File: config.mk
export PLATFORM = sky130hd
export DESIGN_NAME = shiftreg16_in_flat
export DESIGN_NICKNAME = d
export VERILOG_FILES = /design/src/rtl/shiftreg16_in_if.sv /design/src/rtl/shiftreg16_in.sv /design/src/flat_wrapper.sv
export SDC_FILE = /design/constraint.sdc
export NUM_CORES = 1
export LEC_CHECK = 0
export CORE_MARGIN = 2
export CORE_UTILIZATION = 40
export DETAILED_ROUTE_END_ITERATION = 16
export DONT_BUFFER_PORTS = 1
export MAX_ROUTING_LAYER = met4
export PLACE_DENSITY = 0.58
export RECOVER_POWER = 50
export SYNTH_ARGS = -nofsm -noshare
export SYNTH_HDL_FRONTEND = slang
export SYNTH_SLANG_ARGS = --single-unit
File: constraint.sdc
create_clock -name clk -period 1.5 [get_ports clk]
set_input_delay 0.225 -clock clk [delete_from_list [all_inputs] [get_ports clk]]
set_output_delay 0.225 -clock clk [all_outputs]
set_load 0.03 [all_outputs]
File: src/rtl/shiftreg16_in_if.sv
// rtl/shiftreg16_in_if.sv - serial receive and word handshake signals for shiftreg16_in
interface shiftreg16_in_if #(
    parameter int WIDTH = 16
);
    logic             en;
    logic             sampling;
    logic             din;
    logic             rd;
    logic [WIDTH-1:0] dout;
    logic             valid;
    logic             overrun;
    logic             abort;
    logic             busy;

    modport master (
        output en, sampling, din, rd,
        input  dout, valid, overrun, abort, busy
    );

    modport slave (
        input  en, sampling, din, rd,
        output dout, valid, overrun, abort, busy
    );
endinterface

File: src/rtl/shiftreg16_in.sv
// rtl/shiftreg16_in.sv - SPI receive serial-to-parallel shift register with valid/read handshake
module shiftreg16_in #(
    parameter int WIDTH     = 16,
    parameter bit MSB_FIRST = 1'b1
) (
    input  logic            clk,
    input  logic            rst,
    shiftreg16_in_if.slave  bus
);
    localparam int CW = $clog2(WIDTH);
    localparam logic [CW-1:0] LAST = CW'(WIDTH - 1);

    typedef enum logic {IDLE, SHIFT} state_t;

    state_t           state, state_d;
    logic [WIDTH-1:0] sr, sr_d, sr_shift;
    logic [CW-1:0]    cnt, cnt_d;
    logic [WIDTH-1:0] dout_q, dout_d;
    logic             valid_q, valid_d;
    logic             overrun_q, overrun_d;
    logic             abort_q, abort_d;
    logic             busy_q, busy_d;
    logic             accept;

    always_ff @(posedge clk) begin
        if (rst) begin
            state     <= IDLE;
            sr        <= '0;
            cnt       <= '0;
            dout_q    <= '0;
            valid_q   <= 1'b0;
            overrun_q <= 1'b0;
            abort_q   <= 1'b0;
            busy_q    <= 1'b0;
        end else begin
            state     <= state_d;
            sr        <= sr_d;
            cnt       <= cnt_d;
            dout_q    <= dout_d;
            valid_q   <= valid_d;
            overrun_q <= overrun_d;
            abort_q   <= abort_d;
            busy_q    <= busy_d;
        end
    end

    always_comb begin
        state_d   = state;
        sr_d      = sr;
        cnt_d     = cnt;
        dout_d    = dout_q;
        valid_d   = valid_q;
        overrun_d = overrun_q;
        abort_d   = 1'b0;
        busy_d    = busy_q;
        accept    = bus.rd && valid_q;

        if (MSB_FIRST)
            sr_shift = {sr[WIDTH-2:0], bus.din};
        else
            sr_shift = {bus.din, sr[WIDTH-1:1]};

        if (accept) begin
            valid_d   = 1'b0;
            overrun_d = 1'b0;
        end

        case (state)
            IDLE: begin
                cnt_d  = '0;
                busy_d = 1'b0;
            end
            SHIFT: begin
                // Dropping en mid-word throws the partial word away.
                if (!bus.en) begin
                    abort_d = (cnt != '0);
                    cnt_d   = '0;
                    busy_d  = 1'b0;
                    sr_d    = '0;
                end
            end
            default: begin
                cnt_d  = '0;
                busy_d = 1'b0;
            end
        endcase

        // en is evaluated before the strobe, so the first enabled cycle can already sample.
        if (bus.en) begin
            state_d = SHIFT;
            if (bus.sampling) begin
                sr_d = sr_shift;
                if (cnt == LAST) begin
                    dout_d    = sr_shift;
                    valid_d   = 1'b1;
                    overrun_d = accept ? 1'b0 : (valid_q ? 1'b1 : overrun_q);
                    cnt_d     = '0;
                    busy_d    = 1'b0;
                end else begin
                    cnt_d  = cnt + 1'b1;
                    busy_d = 1'b1;
                end
            end
        end else begin
            state_d = IDLE;
        end
    end

    assign bus.dout    = dout_q;
    assign bus.valid   = valid_q;
    assign bus.overrun = overrun_q;
    assign bus.abort   = abort_q;
    assign bus.busy    = busy_q;
endmodule

File: src/flat_wrapper.sv
// flat-port wrapper written by rule: the top's interface ports become plain ports
module shiftreg16_in_flat 
#(
    parameter int WIDTH     = 16,
    parameter bit MSB_FIRST = 1'b1
)
  (clk, rst, bus_en, bus_sampling, bus_din, bus_rd, bus_dout, bus_valid, bus_overrun, bus_abort, bus_busy);
  shiftreg16_in_if #(.WIDTH(WIDTH)) bus_i ();
  input  logic clk;
  input  logic rst;
  input wire logic [$bits(bus_i.en)-1:0] bus_en;
  input wire logic [$bits(bus_i.sampling)-1:0] bus_sampling;
  input wire logic [$bits(bus_i.din)-1:0] bus_din;
  input wire logic [$bits(bus_i.rd)-1:0] bus_rd;
  output wire logic [$bits(bus_i.dout)-1:0] bus_dout;
  output wire logic [$bits(bus_i.valid)-1:0] bus_valid;
  output wire logic [$bits(bus_i.overrun)-1:0] bus_overrun;
  output wire logic [$bits(bus_i.abort)-1:0] bus_abort;
  output wire logic [$bits(bus_i.busy)-1:0] bus_busy;
  assign bus_i.en = bus_en;
  assign bus_i.sampling = bus_sampling;
  assign bus_i.din = bus_din;
  assign bus_i.rd = bus_rd;
  assign bus_dout = bus_i.dout;
  assign bus_valid = bus_i.valid;
  assign bus_overrun = bus_i.overrun;
  assign bus_abort = bus_i.abort;
  assign bus_busy = bus_i.busy;
  shiftreg16_in #(.WIDTH(WIDTH), .MSB_FIRST(MSB_FIRST)) u_core (.clk(clk), .rst(rst), .bus(bus_i));
endmodule
==> impl_metrics.tcl <==
set metrics [dict create \
    run_status "finished clean" \
    synth.lib_cells_used.distinct 26 \
    row_count 22 \
    synthAdderAreaFrac_pct 1.59 \
    coreArea_sq_um 3720 \
    timing.critical_path.cells "ha_4, and3_1, buf_4, nand3_1, a21oi_1" \
    cells_taking_the_most_area_after_synthesis "dfxtp_1, a21oi_1, nand2_1, o21ai_0, nand3_1" \
    finClkSkew_ps 5.84 \
    overall_power_after_layout_mw 1.87 \
    setup_viol 0 \
    cts_root_buf "clkbuf_8" \
    cell_internal_pwr_mw 1.46 \
    count_of_h_tree_levels_built_during_cts 2 \
    drc_errors 0 \
    cts_tree "yes" \
    cp_data_arrival_time_ps 1550 \
    fin_nets 195 \
    relSlewSlack_pct 52.5 \
    initial_antenna_violation_count 0 \
    timing.setup.critical_path_class "reg2reg" \
    fraction_of_the_mapped_netlist_area_in_compound_gates_pct 19.4 \
    synth_fp_nets 195 \
    post_layout_minimum_cycle_time_ps 1340 \
    end_kind "register" \
    cts-buffers-inserted 5 \
    portBuffers 0 \
    drive_above_1_share_pct 6.91 \
    setup_total_negative_slack_ps 0 \
    flop_pwr_share_pct 57.7 \
    ant_nets 0 \
    leakagePower_nw 0.536 \
    die_w_um 66.8 \
    totalWireLength_mm 3.44 \
    netlist_area_sq_um 1580 \
    worst_skew_pair.late_latency_ps 290 \
    postSynth.topFlopCell "dfxtp_1" \
    crit_buf_inv 1 \
    synth.mux.area_fraction_pct 0 \
    netSwitchingFraction_pct 21.7 \
    async_flop_share_pct 0 \
    peakVddDrop_mv 0.575 \
    cell_depth_of_the_worst_flop_to_flop_path 5 \
    avgViaCountPerCell 5.42 \
    yosysWarnings 0 \
    length_of_the_first_detailed_routing_pass_in_iterations 4 \
    crit_slowest_cell "dfxtp_1" \
    timing.final.crit_share_pct 89.6 \
    synthSimpleGateAreaFrac_pct 20.4 \
    max_freq_mhz 744 \
    synth_edf_count 0 \
    grt_setup_unrepaired "false" \
    synth_top_family_by_area "simple AND/OR/NAND/NOR gates" \
    post_synth_inst_count 187 \
    cap_violations 0 \
    share_clk_of_total_power_pct 38.6 \
    switching_power_mw 0.404 \
    number_of_global_route_vias_before_repair 1239 \
    routabilityCongestion 0.748 \
    final-hold-violation-count 0 \
    fp.dieH_um 66.8 \
    ys_seq_elements 40 \
    report.final.slew_viol_count 0 \
    tightest_slew_ps 710 \
    grt_start_max_net_pins 34 \
    grt_pass1_wl_mm 5.78 \
    clk_transition_reported_paths_ps 70 \
    grt_remaining_overflow 0 \
    drt-initial-drc-count 138 \
    cts_max_path_buffers 2 \
    ios 26 \
    cp.depth 5 \
    required_ps 1710 \
    die_area_sq_um 4460 \
    dpl.hpwl_mm 2.27 \
    cellPowerDensity_nw_per_um2 1100 \
    synth-seq-area-share_pct 50.8 \
    initial_utilization_pct 42.4 \
    crit_path_max_incr_delay_ps 440 \
    worst_hold_check_path_type "in2reg" \
    post_synth_most_frequent_cells "dfxtp_1, nand2_1, a21oi_1" \
    gr-usage-all-layers_pct 18.1 \
    netlist.top_cell.by_area "dfxtp_1" \
    start_kind "register" \
    whs_path_depth 1 \
    synthDominantCellAreaShare_pct 50.8 \
    pwr-share-comb_pct 3.8 \
    syn-mean-instance-area_sq_um 8.43 \
    cp_max_fo 9 \
    avgRoutedWirePerCell_um 14.6 \
    growth_of_design_area_from_synthesis_to_finish_pct 7.38 \
    critical-path-top-delay-family "flip-flops" \
    most_repeated_cell_in_the_gate_level_netlist_after_synthesis "dfxtp_1" \
    antenna_cells 0 \
    synth-xor-area-share_pct 0 \
    layout.filler_cells 386 \
    clkSinkCount 40 \
    route.vias.total 1278 \
]
-- layout by cell type, fill, tap and decap left out --
cell type      instances
and3_1                 1
a31oi_1                2
and2b_1                1
and4b_1                1
nor2b_1                3
o21ai_0               18
dlygate4sd3_1          2
nand3_4                1
ha_1                   1
nand2_1               36
a211oi_1               2
nand3b_1               1
buf_4                  4
nand3_2                1
nand3_1               16
and2_1                 1
dfxtp_1               40
clkbuf_1               3
ha_4                   1
a21oi_1               35
a22oi_1                1
o22ai_1                1
inv_1                  4
nor2_1                 3
clkbuf_8               6
nand2b_1               3
-- routing by layer --
metal,track usage [%],up-vias,share of wire (%)
met2,27.6,32,49
met3,5.74,8,6.6
met1,21.4,597,43
li1,-,641,-
met5,-,-,0
met4,9.18,0,2.1
-- power by group through the flow --
stage,Clock (mW),Sequential [mW],Combinational [mW]
2_1_floorplan,0,1.10,0.0636
3_3_place_gp,0,1.10,0.0576
3_5_place_dp,0,1.10,0.0590
4_1_cts,0.744,1.07,0.0708
5_1_grt,0.794,1.08,0.0774
6_report,0.719,1.08,0.0705
-- kinds of logic (layout without fill, tap and decap cells) --
kind of cell	after synthesis	count (layout)
AOI/OAI and AO/OA	59	59
DFF	40	40
and+or+nand+nor	68	68
adders and majority gates	2	2
buffers and inverters	18	19
-- path summary, 6_finish.rpt --
path,startpoint,endpoint,slack (ps)
worst max-delay path,u_core.cnt[0]$_SDFF_PP0_,u_core.bus.dout[4]$_SDFFE_PP0P_,160
worst min-delay path,rst,u_core.bus.overrun$_SDFFE_PP0P_,10
worst max register to register,u_core.cnt[0]$_SDFF_PP0_,u_core.bus.dout[4]$_SDFFE_PP0P_,160
worst min register to register,u_core.sr[14]$_SDFF_PP0_,u_core.sr[14]$_SDFF_PP0_,460
-- final cells by class --
cell class	instances	area [sq um]	share of cell area [%]
Tap cell	48	60.1	3.55
Multi-Input combinational cell	129	673	39.8
Sequential cell	40	801	47.3
Clock buffer	8	90.1	5.32
Timing Repair Buffer	7	53.8	3.18
Inverter	4	15.0	0.887
-- stage by stage --
stage	area [sq um]	hold slack [ps]	util (%)	std cells	worst slack, ps
after CTS	1680	1.88	45.1	236	6.88
after detailed placement	1570	300	42.2	226	61.1
after floorplan	1580	321	-	187	230
after global placement	1570	298	42.2	226	170
final	1690	12.3	45.6	236	155
after global routing	1690	4.67	45.6	236	15.9
-- sequential cells by signal (all words and copies together) (netlist names) --
signal	flops
u_core.bus.dout	16
u_core.sr	15
u_core.cnt	4
u_core.bus.abort	1
u_core.bus.busy	1
u_core.bus.overrun	1
u_core.bus.valid	1
u_core.state	1
-- what timing repair did --
item                                    4_1_cts  5_1_grt
endpoints found under the setup margin        0       17
hold buffers                                  2        0
buffers inserted                              0        0
endpoints found under the hold margin        17        0
gates resized for setup                       0        3
Note: power is estimated with default switching activity, not from simulation.
